===== src/rtl/multicycle_sequencer_if.sv =====
// Control/status bundle between the multi-cycle sequencer and the datapath
// plus shared memory port.
//   master  : the sequencer (drives every enable/select, fault and retire count)
//   slave   : datapath/memory side (drives opcode/funct, alu_zero, mem_ready)
// Signals: instr_op/instr_func (IR fields from the read bus), alu_zero,
// mem_ready, mem_req/mem_we/mem_addr_sel, ir_write, pc_write/pc_src,
// reg_write/reg_dst/mem_to_reg, alu_src/alu_op, fault/fault_cause, retired.
interface multicycle_sequencer_if #(
  parameter int RETIRE_WIDTH = 32
);
  logic [5:0]              instr_op;
  logic [5:0]              instr_func;
  logic                    alu_zero;
  logic                    mem_ready;
  logic                    mem_req;
  logic                    mem_we;
  logic                    mem_addr_sel;
  logic                    ir_write;
  logic                    pc_write;
  logic [1:0]              pc_src;
  logic                    reg_write;
  logic [1:0]              reg_dst;
  logic [1:0]              mem_to_reg;
  logic [1:0]              alu_src;
  logic [2:0]              alu_op;
  logic                    fault;
  logic [1:0]              fault_cause;
  logic [RETIRE_WIDTH-1:0] retired;

  modport master (
    input  instr_op, instr_func, alu_zero, mem_ready,
    output mem_req, mem_we, mem_addr_sel, ir_write, pc_write, pc_src,
           reg_write, reg_dst, mem_to_reg, alu_src, alu_op,
           fault, fault_cause, retired
  );

  modport slave (
    output instr_op, instr_func, alu_zero, mem_ready,
    input  mem_req, mem_we, mem_addr_sel, ir_write, pc_write, pc_src,
           reg_write, reg_dst, mem_to_reg, alu_src, alu_op,
           fault, fault_cause, retired
  );
endinterface


===== src/rtl/multicycle_sequencer.sv =====
// Multi-cycle MIPS control sequencer. Walks each instruction through
// FETCH/DECODE/EXEC/[MEM]/[WB] with a bounded memory wait counter, counts
// retired instructions and traps illegal opcodes / memory timeouts.
// Ports:
//   clock : rising-edge clock
//   reset : asynchronous active-low reset
//   bus   : multicycle_sequencer_if.master (all control/status signals)
// Outputs are decoded from state plus latched opcode/funct; FETCH ir/pc
// writes follow mem_ready and beq pc_write follows alu_zero in the same cycle.
module multicycle_sequencer #(
  parameter int MAX_WAIT     = 15,
  parameter int RETIRE_WIDTH = 32
) (
  input logic                  clock,
  input logic                  reset,
  multicycle_sequencer_if.master bus
);

  typedef enum logic [2:0] {
    S_IDLE, S_FETCH, S_DECODE, S_EXEC, S_MEM, S_WB, S_FAULT
  } state_t;

  localparam int WW = (MAX_WAIT < 1) ? 1 : $clog2(MAX_WAIT + 1);
  localparam logic [WW-1:0] WAIT_LIM = WW'(MAX_WAIT);

  localparam logic [5:0] OP_R = 6'h00, OP_J = 6'h02, OP_JAL = 6'h03,
                         OP_BEQ = 6'h04, OP_ORI = 6'h0D, OP_LUI = 6'h0F,
                         OP_LW = 6'h23, OP_SW = 6'h2B;
  localparam logic [5:0] FN_JR = 6'h08, FN_ADDU = 6'h21, FN_SUBU = 6'h23;

  state_t                  state_q;
  logic [5:0]              op_q, fn_q;
  logic [WW-1:0]           wait_q;
  logic [RETIRE_WIDTH-1:0] retired_q;
  logic [1:0]              cause_q;

  logic is_addu, is_subu, is_jr, is_ori, is_lui, is_lw, is_sw;
  logic is_beq, is_j, is_jal, legal;

  assign is_addu = (op_q == OP_R) && (fn_q == FN_ADDU);
  assign is_subu = (op_q == OP_R) && (fn_q == FN_SUBU);
  assign is_jr   = (op_q == OP_R) && (fn_q == FN_JR);
  assign is_ori  = (op_q == OP_ORI);
  assign is_lui  = (op_q == OP_LUI);
  assign is_lw   = (op_q == OP_LW);
  assign is_sw   = (op_q == OP_SW);
  assign is_beq  = (op_q == OP_BEQ);
  assign is_j    = (op_q == OP_J);
  assign is_jal  = (op_q == OP_JAL);
  assign legal   = is_addu | is_subu | is_jr | is_ori | is_lui | is_lw |
                   is_sw | is_beq | is_j | is_jal;

  // Every path back to FETCH clears the wait counter; the three retiring
  // exits (EXEC, MEM, WB) also bump the retire count.
  always_ff @(posedge clock or negedge reset) begin
    if (!reset) begin
      state_q   <= S_IDLE;
      op_q      <= '0;
      fn_q      <= '0;
      wait_q    <= '0;
      retired_q <= '0;
      cause_q   <= '0;
    end else begin
      case (state_q)
        S_IDLE: begin
          state_q <= S_FETCH;
          wait_q  <= '0;
        end
        S_FETCH: begin
          if (bus.mem_ready) begin
            op_q    <= bus.instr_op;
            fn_q    <= bus.instr_func;
            state_q <= S_DECODE;
          end else if (wait_q == WAIT_LIM) begin
            state_q <= S_FAULT;
            cause_q <= 2'b10;
          end else begin
            wait_q <= wait_q + 1'b1;
          end
        end
        S_DECODE: begin
          if (!legal) begin
            state_q <= S_FAULT;
            cause_q <= 2'b01;
          end else begin
            state_q <= S_EXEC;
          end
        end
        S_EXEC: begin
          if (is_lw || is_sw) begin
            state_q <= S_MEM;
            wait_q  <= '0;
          end else if (is_addu || is_subu || is_ori || is_lui) begin
            state_q <= S_WB;
          end else begin
            state_q   <= S_FETCH;
            wait_q    <= '0;
            retired_q <= retired_q + 1'b1;
          end
        end
        S_MEM: begin
          if (bus.mem_ready) begin
            if (is_sw) begin
              state_q   <= S_FETCH;
              wait_q    <= '0;
              retired_q <= retired_q + 1'b1;
            end else begin
              state_q <= S_WB;
            end
          end else if (wait_q == WAIT_LIM) begin
            state_q <= S_FAULT;
            cause_q <= 2'b10;
          end else begin
            wait_q <= wait_q + 1'b1;
          end
        end
        S_WB: begin
          state_q   <= S_FETCH;
          wait_q    <= '0;
          retired_q <= retired_q + 1'b1;
        end
        S_FAULT: state_q <= S_FAULT;
        default: state_q <= S_IDLE;
      endcase
    end
  end

  always_comb begin
    bus.mem_req      = 1'b0;
    bus.mem_we       = 1'b0;
    bus.mem_addr_sel = 1'b0;
    bus.ir_write     = 1'b0;
    bus.pc_write     = 1'b0;
    bus.pc_src       = 2'b00;
    bus.reg_write    = 1'b0;
    bus.reg_dst      = 2'b00;
    bus.mem_to_reg   = 2'b00;
    bus.alu_src      = 2'b00;
    bus.alu_op       = 3'b000;
    bus.fault        = 1'b0;
    case (state_q)
      S_FETCH: begin
        bus.mem_req  = 1'b1;
        bus.ir_write = bus.mem_ready;
        bus.pc_write = bus.mem_ready;
      end
      S_EXEC: begin
        if (is_subu)             bus.alu_op = 3'b001;
        if (is_ori)  begin bus.alu_src = 2'b01; bus.alu_op = 3'b010; end
        if (is_lui)  begin bus.alu_src = 2'b01; bus.alu_op = 3'b011; end
        if (is_lw || is_sw)      bus.alu_src = 2'b10;
        if (is_beq) begin
          bus.alu_op   = 3'b001;
          bus.pc_src   = 2'b01;
          bus.pc_write = bus.alu_zero;
        end
        if (is_j || is_jal) begin
          bus.pc_write = 1'b1;
          bus.pc_src   = 2'b10;
        end
        if (is_jal) begin
          bus.reg_write  = 1'b1;
          bus.reg_dst    = 2'b10;
          bus.mem_to_reg = 2'b10;
        end
        if (is_jr) begin
          bus.pc_write = 1'b1;
          bus.pc_src   = 2'b11;
        end
      end
      S_MEM: begin
        // address path held on the ALU for the whole access
        bus.mem_req      = 1'b1;
        bus.mem_addr_sel = 1'b1;
        bus.alu_src      = 2'b10;
        bus.mem_we       = is_sw;
      end
      S_WB: begin
        bus.reg_write = 1'b1;
        if (is_lw)              bus.mem_to_reg = 2'b01;
        if (is_addu || is_subu) bus.reg_dst    = 2'b01;
      end
      S_FAULT: bus.fault = 1'b1;
      default: ;
    endcase
  end

  assign bus.fault_cause = cause_q;
  assign bus.retired     = retired_q;

endmodule

===== src/flat_wrapper.sv =====
// flat-port wrapper written by rule: the top's interface ports become plain ports
module multicycle_sequencer_flat 
#(
  parameter int MAX_WAIT     = 15,
  parameter int RETIRE_WIDTH = 32
)
  (clock, reset, bus_instr_op, bus_instr_func, bus_alu_zero, bus_mem_ready, bus_mem_req, bus_mem_we, bus_mem_addr_sel, bus_ir_write, bus_pc_write, bus_pc_src, bus_reg_write, bus_reg_dst, bus_mem_to_reg, bus_alu_src, bus_alu_op, bus_fault, bus_fault_cause, bus_retired);
  multicycle_sequencer_if #(.RETIRE_WIDTH(RETIRE_WIDTH)) bus_i ();
  input logic clock;
  input logic reset;
  input wire logic [$bits(bus_i.instr_op)-1:0] bus_instr_op;
  input wire logic [$bits(bus_i.instr_func)-1:0] bus_instr_func;
  input wire logic [$bits(bus_i.alu_zero)-1:0] bus_alu_zero;
  input wire logic [$bits(bus_i.mem_ready)-1:0] bus_mem_ready;
  output wire logic [$bits(bus_i.mem_req)-1:0] bus_mem_req;
  output wire logic [$bits(bus_i.mem_we)-1:0] bus_mem_we;
  output wire logic [$bits(bus_i.mem_addr_sel)-1:0] bus_mem_addr_sel;
  output wire logic [$bits(bus_i.ir_write)-1:0] bus_ir_write;
  output wire logic [$bits(bus_i.pc_write)-1:0] bus_pc_write;
  output wire logic [$bits(bus_i.pc_src)-1:0] bus_pc_src;
  output wire logic [$bits(bus_i.reg_write)-1:0] bus_reg_write;
  output wire logic [$bits(bus_i.reg_dst)-1:0] bus_reg_dst;
  output wire logic [$bits(bus_i.mem_to_reg)-1:0] bus_mem_to_reg;
  output wire logic [$bits(bus_i.alu_src)-1:0] bus_alu_src;
  output wire logic [$bits(bus_i.alu_op)-1:0] bus_alu_op;
  output wire logic [$bits(bus_i.fault)-1:0] bus_fault;
  output wire logic [$bits(bus_i.fault_cause)-1:0] bus_fault_cause;
  output wire logic [$bits(bus_i.retired)-1:0] bus_retired;
  assign bus_i.instr_op = bus_instr_op;
  assign bus_i.instr_func = bus_instr_func;
  assign bus_i.alu_zero = bus_alu_zero;
  assign bus_i.mem_ready = bus_mem_ready;
  assign bus_mem_req = bus_i.mem_req;
  assign bus_mem_we = bus_i.mem_we;
  assign bus_mem_addr_sel = bus_i.mem_addr_sel;
  assign bus_ir_write = bus_i.ir_write;
  assign bus_pc_write = bus_i.pc_write;
  assign bus_pc_src = bus_i.pc_src;
  assign bus_reg_write = bus_i.reg_write;
  assign bus_reg_dst = bus_i.reg_dst;
  assign bus_mem_to_reg = bus_i.mem_to_reg;
  assign bus_alu_src = bus_i.alu_src;
  assign bus_alu_op = bus_i.alu_op;
  assign bus_fault = bus_i.fault;
  assign bus_fault_cause = bus_i.fault_cause;
  assign bus_retired = bus_i.retired;
  multicycle_sequencer #(.MAX_WAIT(MAX_WAIT), .RETIRE_WIDTH(RETIRE_WIDTH)) u_core (.clock(clock), .reset(reset), .bus(bus_i));
endmodule

===== config.mk =====
export PLATFORM = sky130hd
export DESIGN_NAME = multicycle_sequencer_flat
export DESIGN_NICKNAME = d
export VERILOG_FILES = /design/src/rtl/multicycle_sequencer_if.sv /design/src/rtl/multicycle_sequencer.sv /design/src/flat_wrapper.sv
export SDC_FILE = /design/constraint.sdc
export NUM_CORES = 1
export LEC_CHECK = 0
export ABC_CLOCK_PERIOD_IN_PS = 2500
export CELL_PAD_IN_SITES_DETAIL_PLACEMENT = 0
export CELL_PAD_IN_SITES_GLOBAL_PLACEMENT = 1
export CORE_ASPECT_RATIO = 0.75
export CORE_MARGIN = 5
export CORE_UTILIZATION = 50
export CTS_BUF_LIST = sky130_fd_sc_hd__clkbuf_4 sky130_fd_sc_hd__clkbuf_8
export CTS_CLUSTER_DIAMETER = 120
export DETAILED_ROUTE_END_ITERATION = 12
export DONT_BUFFER_PORTS = 1
export GPL_TIMING_DRIVEN = 0
export HOLD_SLACK_MARGIN = 0.05
export PLACE_DENSITY = 0.85
export SETUP_SLACK_MARGIN = 0.15
export SLEW_MARGIN = 40
export SYNTH_ARGS = -nofsm -noshare
export SYNTH_HDL_FRONTEND = slang
export SYNTH_SLANG_ARGS = --single-unit

===== constraint.sdc =====
create_clock -name clock -period 2.5 [get_ports clock]
set_clock_uncertainty 0.05 [all_clocks]
set_input_delay 0.125 -clock clock [delete_from_list [all_inputs] [get_ports clock]]
set_output_delay 0.125 -clock clock [all_outputs]
set_load 0.1 [all_outputs]

==> impl.org <==
** Outcome
- Result of the run :: finished with violations
- Failing checks :: setup timing

** STA
- Slew at the pin closest to its max-slew limit :: 0.744 ns
- Timing would allow up to 385 MHz.
- Of the available clock period, the critical path in the final layout requires 1.04.
- The max-slew violation total from the final report came to 0.
- In this run the tightest slew margin relative to its limit is 0.497.
- RSZ-0062 raised after global routing :: yes
- Min Tclk post-route :: 2.60 ns
- Setup-violating endpoint count in the final report :: 3
- Total count of hold-check failures in the final report :: 0
- For the final routed database, the setup TNS stands at -0.193 ns.
- Hold is met by 0.236 ns.
- Worst setup slack after layout :: -0.0974 ns

** Cells and area
- Net count of the finished layout :: 333
- Share of layout cells above drive strength 1 :: 0.453
- Total inserted antenna cells :: 0
- The top cell types in the final layout, fill and taps aside, are 31 x dfrtp_2, 28 x xnor2_1, 16 x nand4_1, 16 x buf_4, 16 x dfrtp_1.
- Leaving out fill and tap cells, the most frequent cell in the layout is dfrtp_2.
- Area growth syn-to-layout :: 33.1%

** Power
- IR drop worst, VDD :: 0.968 mV
- In this run the static leakage power is 0.00148 uW.
- Internal power of the cells :: 2080 uW
- The share of total power dissipated in sequential elements is 0.407.
- Net load switching power :: 2070 uW
- Combinational power share :: 0.473
- Overall power of the completed layout :: 4150 uW
- Of the total power, the share spent switching nets is 0.499.
- For this design the ratio of total power to cell area is 1100 nW/um^2.
- Of the total power, the clock network draws 0.120.

** Placement
- Port buffer count :: 0
- OpenSTA, run right after detailed placement, puts the worst setup slack at -0.207 ns.
- Detailed placement ended at an HPWL of 4710 um.
- At the end of routability-driven placement, the weighted congestion stood at 0.753.

** Detailed routing
- In the routed design, unresolved DRC markers number 0.
- In the final routed layout, each cell accounts on average for 18.9 um.
- Final ANT Viol Nets :: 0
- Mean number of vias per cell :: 5.90
- Before antenna repair, the detailed router went through 6 iterations.
- Detailed Route WL :: 7380 um
- Detailed routing inserted a total of 2308 vias.
- Iteration-0 DRC count of the detailed router :: 105

** Floorplanning
- The core region is 5410 um^2.
- Effective utilization at floorplan :: 0.525
- During I/O placement, the number of pins put on the boundary was 68.
- Width of the die :: 97.0 um
- The floorplan has 23 rows.
- The die is 75.2 um tall.
- Area of the die :: 7300 um^2

** Worst setup path
- Minimum setup slack among reg-to-reg paths :: 0.01 ns
- Counting both buffers and inverters, the worst setup path holds a total of 1.
- The number of cells on the worst reg-to-reg path is 6.
- Traced cell by cell, the critical path runs through buf_4 -> nor4bb_1 -> nand2_1 -> o22ai_4.
- CP Capture Type :: output pin
- The worst setup path is of the reg -> out kind.
- Reg-to-reg critical path startpoint :: u_core.op_q[5]
- Reg2reg end :: u_core.wait_q[0]
- For the worst setup path, the data required time is 2.33 ns.
- Cell type group with the largest total delay on the critical path :: simple AND/OR/NAND/NOR gates
- Worst Setup SP :: u_core.op_q[5]
- Worst Setup Start Kind :: flop
- For the worst setup path, the data arrival time is 2.42 ns.
- Crit-path max cell delay :: 0.66 ns
- Highest fanout seen on the critical path :: 4
- For this design, the slowest cell found on the critical path is nor4bb_1.

** Worst hold path
- Endpoint of the worst hold path :: u_core.state_q[1]
- Beginning of the worst hold path :: bus_mem_ready
- Cell depth of the worst hold path :: 3
- The path class of the tightest hold or removal check is in -> reg.

** Synthesis
- Ys async rst share :: 1.00
- Synthesized cell area :: 2840 um^2
- The share of the synthesized area in compound gates (AO/OA/AOI/OAI) was 0.0833.
- In the synthesized netlist the dominant register cell turns out to be dfrtp_1.
- Share of synthesized area spent on multiplexers :: 0.0556
- Largest cells by area after synthesis :: dfrtp_1 47%, xnor2_1 9.3%, mux2_2 5.6%
- Sequential element share of the synthesized area :: 0.467
- Share of the synthesized netlist area taken by xor and xnor gates :: 0.0957
- Share of the synthesized area in the top cell type :: 0.467
- Share of synthesized cell area in and, or, nand and nor gates :: 0.248
- By area, the combinational part of the netlist is dominated by simple AND/OR/NAND/NOR gates.
- Of the total synthesized cell area, the portion taken by full adders, half adders and majority gates is 0.00882.
- In the synthesized netlist, the number of instances is 273.
- Count of different cell masters after synthesis :: 51
- When the netlist entered floorplanning its net count stood at 291.
- Yosys reg bits :: 53
- The synthesized design contains 0 enable-type register cells.
- dfrtp_1 takes more of the synthesized area than any other cell.
- For this run, the number of Yosys warnings is 0.
- A synthesized cell averages 10.4 um^2.

** Clock network
- Clock buffers created by TritonCTS :: 5
- Number of levels the H-tree was split into :: 2
- Clk buf depth :: 2
- Clock root cell :: clkbuf_8
- Clock latency of the later-clocked register in the worst-skew pair :: 0.30 ns
- CTS saw 53 sinks.
- After clock tree synthesis, the clock-pin slew on the worst setup and hold paths is 0.10 ns.
- TritonCTS built the clock tree.

** Job
- Max Cap Viol :: 0

** GRT
- Overall Global Routing Usage :: 0.199
- For met3 alone, demand over resource in global routing was 0.0639.
- The first global-routing pass estimated 11600 um of wire.
- Overflow after GRT :: 0
- The layer flagged by global routing as most heavily used is met2.
- For met1 alone, demand over resource in global routing was 0.270.
- For this run, global-route usage on met2 was measured as 0.310.
- Entering global routing, the biggest net connects 54 pins.
- The number of global-route vias before repair was 2266.
- The initial antenna violation count is 0.
==> worst register-to-register path: cells and delay by family, from the launching register on <==
kind | cells | cell delay, ns
buf+inv | 1 | 0.13
simple gates | 3 | 1.11
mux | 1 | 0.29
flops | 1 | 0.36
compound gates | 1 | 0.43
==> worst max path at each step <==
stage | to | slack [ns] | cells after the start
6_report | bus_alu_src[1] | -0.1 | 4
4_1_cts | bus_alu_op[0] | -0.07 | 5
5_1_grt | bus_alu_op[0] | -0.12 | 6
2_1_floorplan | bus_alu_op[1] | -0.002 | 4
3_5_place_dp | u_core.bus.retired[28] | -0.21 | 6
3_3_place_gp | u_core.bus.retired[23] | -0.22 | 6
==> cell type report <==
class / instances / area, um^2
inverters: 3 / 11.3
fillers: 398 / 1630
well taps: 75 / 93.8
plain buffers: 15 / 126
repair buffers: 36 / 377
clock inverters: 2 / 15.0
flip-flops and latches: 53 / 1390
clock buffers: 6 / 76.3
multi-input cells: 201 / 1690
==> what timing repair did <==
| item | CTS | global route |
|---|---|---|
| endpoints found under the hold margin | 65 | 0 |
| gates resized for setup | 27 | 32 |
| setup endpoints to repair | 39 | 50 |
| setup buffers | 12 | 4 |
| pin swaps | 11 | 22 |
| hold buffers | 14 | 0 |
| cloned | 3 | 0 |
==> routing by layer <==
metal	up-vias	wire length, um	share of wire
met3	12	532	0.072
met5	-	0	0
met1	1152	3290	0.45
met2	77	3430	0.47
met4	0	121	0.016
li1	1067	-	-
==> registers in the layout, summed over array words and instances, names as in the netlist <==
signal                  cells
u_core.bus.retired         32
u_core.fn_q                 6
u_core.op_q                 6
u_core.wait_q               4
u_core.state_q              3
u_core.bus.fault_cause      2
==> cell usage after synthesis, types with 5 or more instances <==
cell	number
dfrtp_1	53
xnor2_1	30
nand2_1	17
nor2_1	17
nand4_1	16
mux2_2	14
nand3_1	12
and3_1	9
o21ai_0	9
clkbuf_1	8
and2_1	7
a21oi_1	6
nor2b_1	5
==> metrics by stage <==
step           utilization  cells  area (um^2)
3_5_place_dp         0.585    351         3160
2_1_floorplan            -    273         2910
4_1_cts              0.669    387         3620
6_report             0.698    391         3780
3_3_place_gp         0.555    348         3000
5_1_grt              0.698    391         3780
==> power by group through the flow <==
stage               sequential [uW]  combinational [uW]  clock, uW
floorplan                      1620                1200          0
global placement               1670                1370          0
detailed placement             1690                1470          0
CTS                            1650                1780        507
global route                   1720                2070        549
finish                         1690                1960        498
==> cell families (layout without fill, tap and decap cells) <==
logic type                 Yosys count  in the layout
and+or+nand+nor                    118            118
muxes                               14             14
buffers and inverters               19             62
DFF                                 53             53
xor gates and xnor gates            31             31
other                                1              1
adders and majority gates            2              2
AOI/OAI and AO/OA                   35             35
Power figures use the tool's default switching activity.
